## src/rtl/fpga_array_pkg.sv

```systemverilog
// fpga_array_pkg: shared types and helpers for the LUT fabric.
//   state_e        - load/run controller states
//   SEL_*          - per-input select encodings of a LUT cell
//   cell_cfg_bits  - configuration bits per cell for a given LUT size
package fpga_array_pkg;

  typedef enum logic [1:0] {
    IDLE = 2'd0,
    LOAD = 2'd1,
    RUN  = 2'd2
  } state_e;

  localparam logic [1:0] SEL_PIN  = 2'd0;
  localparam logic [1:0] SEL_PREV = 2'd1;
  localparam logic [1:0] SEL_ZERO = 2'd2;
  localparam logic [1:0] SEL_ONE  = 2'd3;

  // truth table + 2-bit select per input + reg_en
  function automatic int cell_cfg_bits(input int k);
    return (2 ** k) + 2 * k + 1;
  endfunction

endpackage

```

## src/rtl/fpga_lut_cell.sv

```systemverilog
// fpga_lut_cell: one fabric cell - LUT_K-input LUT, input select muxes and
// an optional output flip-flop.
//   clk, reset - clock, synchronous active-high reset
//   run        - fabric is configured; when low the output and FF are 0
//   cfg        - {reg_en, sel[K-1..0], truth_table}
//   pins       - this cell's external inputs
//   prev_in    - final output of the previous cell (0 for cell 0)
//   out        - cell output (combinational or registered)
module fpga_lut_cell
  import fpga_array_pkg::*;
#(
  parameter  int LUT_K    = 4,
  localparam int CELL_CFG = cell_cfg_bits(LUT_K),
  localparam int TT_BITS  = 2 ** LUT_K
) (
  input  logic                clk,
  input  logic                reset,
  input  logic                run,
  input  logic [CELL_CFG-1:0] cfg,
  input  logic [LUT_K-1:0]    pins,
  input  logic                prev_in,
  output logic                out
);

  logic [TT_BITS-1:0] tt;
  logic [LUT_K-1:0]   lut_in;
  logic               lut_out;
  logic               reg_en;
  logic               ff_q;

  assign tt     = cfg[TT_BITS-1:0];
  assign reg_en = cfg[CELL_CFG-1];

  always_comb begin
    lut_in = '0;
    for (int i = 0; i < LUT_K; i++) begin
      case (cfg[TT_BITS+2*i +: 2])
        SEL_PIN:  lut_in[i] = pins[i];
        SEL_PREV: lut_in[i] = prev_in;
        SEL_ZERO: lut_in[i] = 1'b0;
        default:  lut_in[i] = 1'b1;
      endcase
    end
  end

  assign lut_out = tt[lut_in];

  // FF is held clear outside RUN so a fresh configuration starts from 0
  always_ff @(posedge clk) begin
    if (reset || !run) ff_q <= 1'b0;
    else               ff_q <= lut_out;
  end

  assign out = run & (reg_en ? ff_q : lut_out);

endmodule

```

## src/rtl/fpga_array.sv

```systemverilog
// fpga_array: 1-D chain of NUM_CELLS LUT cells configured through a serial
// shift chain under a small IDLE/LOAD/RUN controller.
//   clk, reset          - clock, synchronous active-high reset
//   cfg_start           - pulse: (re)enter LOAD, clear bit counter
//   cfg_valid, cfg_data - serial config bit and its qualifier
//   cfg_ready           - high in LOAD
//   cfg_done            - high in RUN
//   cfg_count           - bits accepted in the current load
//   cell_in             - cell c uses bits [c*LUT_K +: LUT_K]
//   cell_out            - bit c is the output of cell c
module fpga_array
  import fpga_array_pkg::*;
#(
  parameter  int NUM_CELLS = 4,
  parameter  int LUT_K     = 4,
  localparam int CELL_CFG  = cell_cfg_bits(LUT_K),
  localparam int CFG_BITS  = NUM_CELLS * CELL_CFG,
  localparam int CNT_W     = $clog2(CFG_BITS + 1)
) (
  input  logic                       clk,
  input  logic                       reset,
  input  logic                       cfg_start,
  input  logic                       cfg_valid,
  input  logic                       cfg_data,
  output logic                       cfg_ready,
  output logic                       cfg_done,
  output logic [CNT_W-1:0]           cfg_count,
  input  logic [NUM_CELLS*LUT_K-1:0] cell_in,
  output logic [NUM_CELLS-1:0]       cell_out
);

  state_e                state_q;
  logic [CFG_BITS-1:0]   chain_q;
  logic [CNT_W-1:0]      cnt_q;
  logic                  ready_q;
  logic                  done_q;

  logic [NUM_CELLS-1:0][CELL_CFG-1:0] cell_cfg;
  logic [NUM_CELLS-1:0][LUT_K-1:0]    pins;

  // Controller, counter and chain. cfg_start takes priority over everything,
  // so a valid bit on the same cycle is dropped. The chain is not cleared on
  // restart; RUN is only reachable after a full CFG_BITS reload anyway.
  always_ff @(posedge clk) begin
    if (reset) begin
      state_q <= IDLE;
      chain_q <= '0;
      cnt_q   <= '0;
      ready_q <= 1'b0;
      done_q  <= 1'b0;
    end else if (cfg_start) begin
      state_q <= LOAD;
      cnt_q   <= '0;
      ready_q <= 1'b1;
      done_q  <= 1'b0;
    end else begin
      case (state_q)
        LOAD: begin
          if (cfg_valid) begin
            chain_q <= {cfg_data, chain_q[CFG_BITS-1:1]};
            cnt_q   <= cnt_q + CNT_W'(1);
            if (cnt_q == CNT_W'(CFG_BITS - 1)) begin
              state_q <= RUN;
              ready_q <= 1'b0;
              done_q  <= 1'b1;
            end
          end
        end
        default: ;
      endcase
    end
  end

  assign cfg_ready = ready_q;
  assign cfg_done  = done_q;
  assign cfg_count = cnt_q;

  assign cell_cfg = chain_q;
  assign pins     = cell_in;

  for (genvar c = 0; c < NUM_CELLS; c++) begin : g_cell
    logic prev;
    if (c == 0) begin : g_first
      assign prev = 1'b0;
    end else begin : g_rest
      assign prev = cell_out[c-1];
    end

    fpga_lut_cell #(.LUT_K(LUT_K)) u_cell (
      .clk     (clk),
      .reset   (reset),
      .run     (done_q),
      .cfg     (cell_cfg[c]),
      .pins    (pins[c]),
      .prev_in (prev),
      .out     (cell_out[c])
    );
  end

endmodule

```

## config.mk

```make
export PLATFORM = sky130hd
export DESIGN_NAME = fpga_array
export DESIGN_NICKNAME = d
export VERILOG_FILES = /design/src/rtl/fpga_array_pkg.sv /design/src/rtl/fpga_lut_cell.sv /design/src/rtl/fpga_array.sv
export SDC_FILE = /design/constraint.sdc
export NUM_CORES = 1
export LEC_CHECK = 0
export CORE_ASPECT_RATIO = 1.4
export CORE_MARGIN = 2
export CORE_UTILIZATION = 54
export DETAILED_ROUTE_END_ITERATION = 12
export HOLD_SLACK_MARGIN = 0.05
export PLACE_DENSITY = 0.76
export SYNTH_ARGS = -nofsm -noshare
export SYNTH_HDL_FRONTEND = slang
export SYNTH_SLANG_ARGS = --single-unit
export TNS_END_PERCENT = 50
```

## constraint.sdc

```tcl
create_clock -name clk -period 5 [get_ports clk]
set_input_delay 0.5 -clock clk [delete_from_list [all_inputs] [get_ports clk]]
set_output_delay 0.5 -clock clk [all_outputs]
set_load 0.02 [all_outputs]
```

==> impl_metrics.py <==
metrics = {
    "synthesis": {
        "synthFlopType": "dfxtp_1",
        "yosysWarnings": 0,
        "synth-seq-cells": 113,
        "synth.top_cells.by_area": "dfxtp_1, nand2_1, a21oi_1",
        "ys_seq_area_share_pct": 38.25,
        "yosysMostFrequentCell": "nand2_1",
        "synth-async-reset-ratio_pct": 0,
        "synth_top_area_share_pct": 38.25,
        "yosysTopAreaCell": "dfxtp_1",
        "synth_edf_count": 0,
        "syn-cell-area_um2": 5914,
        "synth_common_cells": "nand2_1, a21oi_1, dfxtp_1, clkbuf_1, nor2_1",
        "synthDistinctLibCells": 71,
        "post_synth.cell_area_avg_um2": 7.430,
        "synth_cells": 796,
        "synth_fp_nets": 822,
    },
    "place": {
        "io_buffers": 33,
        "dp_hpwl_um": 10420,
        "place_congestion": 0.9233,
    },
    "worst_setup_path": {
        "crit_type": "flop to output port",
        "critPathMaxFanout": 7,
        "path_buf_inv": 5,
        "cp.arrival_ns": 5.15,
        "required_ns": 4.50,
        "crit_family": "compound AO/OA/AOI/OAI gates",
        "path_cells": "inv_2 > ha_4 > and2b_2 > nor2_4 > mux2i_1 > a2111o_1 > nand4b_1 > buf_6 > a21oi_4 > o32a_1 > o211a_4 > o21a_1 > a2111o_1 > a41oi_2 > nand3_2 > a31oi_4 > buf_4 > buf_4 > mux2i_2 > a22oi_2 > a31oi_1 > buf_2",
        "start_kind": "flop",
        "cpPeakStageDelay_ns": 0.48,
        "crit_slowest_cell": "a2111o_1",
        "end_kind": "output port",
    },
    "global_route": {
        "grt_pass1_wl_um": 26770,
        "gr-total-overflow": 0,
        "grt_use_total_pct": 27.98,
        "antenna_found_initial": 0,
        "grt_pass1_vias": 5770,
        "grt_max_degree": 104,
    },
    "status": {
        "failed_checks": "negative setup slack",
        "status": "finished, violations left",
    },
    "die": {
        "fp.dieW_um": 92.45,
        "die_area_um2": 11820,
        "io_pins": 34,
        "initial_core_util_pct": 55.00,
        "num_rows": 45,
        "die_h_um": 127.8,
        "coreArea_um2": 10750,
    },
    "power_and_ir_drop": {
        "vdd_drop_max_uv": 214.0,
        "leakage_nw": 2.819,
        "power_density_nw_per_um2": 309.3,
    },
    "min_path": {
        "hp-class": "flop to flop",
    },
    "timing": {
        "drv_slew": 0,
        "fin_crit_sh_pct": 113.0,
        "setup_viol": 1,
        "worst_pin_slew_ns": 1.052,
        "setup_slack_ns": -0.6500,
        "fmax_ghz": 0.1770,
        "rsz0062_at_grt": "true",
        "hold_violations": 0,
        "layout_min_cycle_time_ns": 5.650,
        "finClkSkew_ns": 0.008567,
        "hold-worst-slack_ns": 0.4709,
        "max_slew_margin_pct": 29.88,
        "final.setup.tns_ns": -0.6500,
    },
    "layout": {
        "fin_util_pct": 72.26,
        "drive_gt1_share_pct": 19.13,
        "diodes": 0,
        "area_growth_pct": 31.39,
        "layout.nets": 907,
    },
    "route": {
        "drc": 0,
        "wire_per_inst_um": 15.60,
        "avgViaCountPerCell": 5.704,
        "drt_pass1_iterations": 5,
        "vias": 5904,
        "drt-total-wl_um": 16140,
        "drt-initial-drc-count": 401,
        "ant_nets": 0,
    },
    "clock_network": {
        "cts_sinks": 113,
        "clkTransAtPathRegs_ns": 0.06,
        "root_buffer": "clkbuf_16",
        "numCtsBuffers": 17,
        "clk-insertion-delay-late_ns": 0.42,
        "cts_buffer_depth": 2,
        "cts_htree_levels": 4,
        "tritoncts": "done",
    },
    "flow_run": {
        "maxCapViolations": 0,
    },
}
==> path summary, 6_finish.rpt <==
| path | start | end | slack [ns] | cells past startpoint |
|---|---|---|---|---|
| max | cell_cfg[17] | cell_out[3] | -0.65 | 22 |
| max reg2reg | cell_cfg[17] | g_cell[3].u_cell.ff_q | 0.38 | 23 |
| min | cell_cfg[83] | cell_cfg[82] | 0.47 | 2 |
| min reg2reg | cell_cfg[83] | cell_cfg[82] | 0.47 | 2 |
==> stage by stage <==
stage	total power [W]	area (um^2)	instances	setup WS, ns
after detailed placement	0.001077	6764	993	-1.128
after CTS	0.002396	7690	1033	-0.4999
after global routing	0.002462	7771	1035	-0.8028
final	0.002403	7771	1035	-0.6500
after global placement	0.001075	6764	993	-1.016
after floorplan	0.001019	5917	796	0.04543
==> kinds of logic (layout without fill, tap and decap cells) <==
kind of cell / Yosys count / in the layout / synth area share [%]
adders and majority gates: 5 / 5 / 1.058
and+or+nand+nor: 341 / 341 / 25.09
AOI/OAI and AO/OA: 222 / 222 / 23.44
xor gates and xnor gates: 6 / 6 / 0.8885
buffers and inverters: 75 / 173 / 5.183
DFF: 113 / 113 / 38.25
muxes: 34 / 34 / 6.093
==> worst min-delay path, delay by kind of cell, from the launching register on <==
kind	cells	cell delay (ns)
flops	1	0.32
simple gates	1	0.06
compound gates	1	0.05
==> where the power goes <==
group	internal (W)	switching [W]	leakage, nW
clock network	0.000861	0.000449	0.302
registers	0.000902	0.00000116	0.911
logic	0.0000840	0.000106	1.61
==> final cells by class <==
| class | instances | area [um^2] |
|---|---|---|
| sequential | 113 | 2265 |
| fill | 814 | 2983 |
| multi-input combinational | 608 | 3628 |
| inverter | 27 | 101.3 |
| clock buffer | 20 | 456.7 |
| timing repair buffer | 114 | 960.9 |
| clock inverter | 12 | 182.7 |
| tap | 141 | 176.4 |
==> timing repair <==
item                                   in CTS  in global routing
setup endpoints to repair                   2                  2
pin swaps                                  37                 30
hold buffers                                0                  0
endpoints found under the hold margin       0                  0
buffers inserted                            9                  2
gates resized for setup                    54                 13
==> per-layer routing <==
metal | global-route usage [%] | wire, um | up-vias
li1 | - | - | 2922
met1 | 31.21 | 6512 | 2757
met2 | 50.32 | 8455 | 180
met3 | 5.585 | 657 | 45
met4 | 13.70 | 518 | 0
met5 | 0 | 0 | -
==> flip-flops by register name, summed over array words and instances, names as in the netlist <==
| signal | cells |
|---|---|
| cfg_count | 7 |
| cfg_done | 1 |
| cell_cfg | 100 |
| state_q | 1 |
| g_cell.u_cell.ff_q | 4 |
==> placed cells by master (no fill, tap or decap), types with 7 or more instances in the layout <==
cell             Yosys  routed
nand2_1            235     234
a21oi_1            134     130
dfxtp_1            113     111
buf_4                4      77
nor2_1              34      32
clkdlybuf4s50_1      0      29
mux2i_1             27      26
inv_1               27      25
clkbuf_16            0      17
o21ai_0             15      12
nand2b_1            11       8
nand3_1             10       8
nor2b_1              8       8
o22ai_1              7       7
Note: power is estimated with default switching activity, not from simulation.
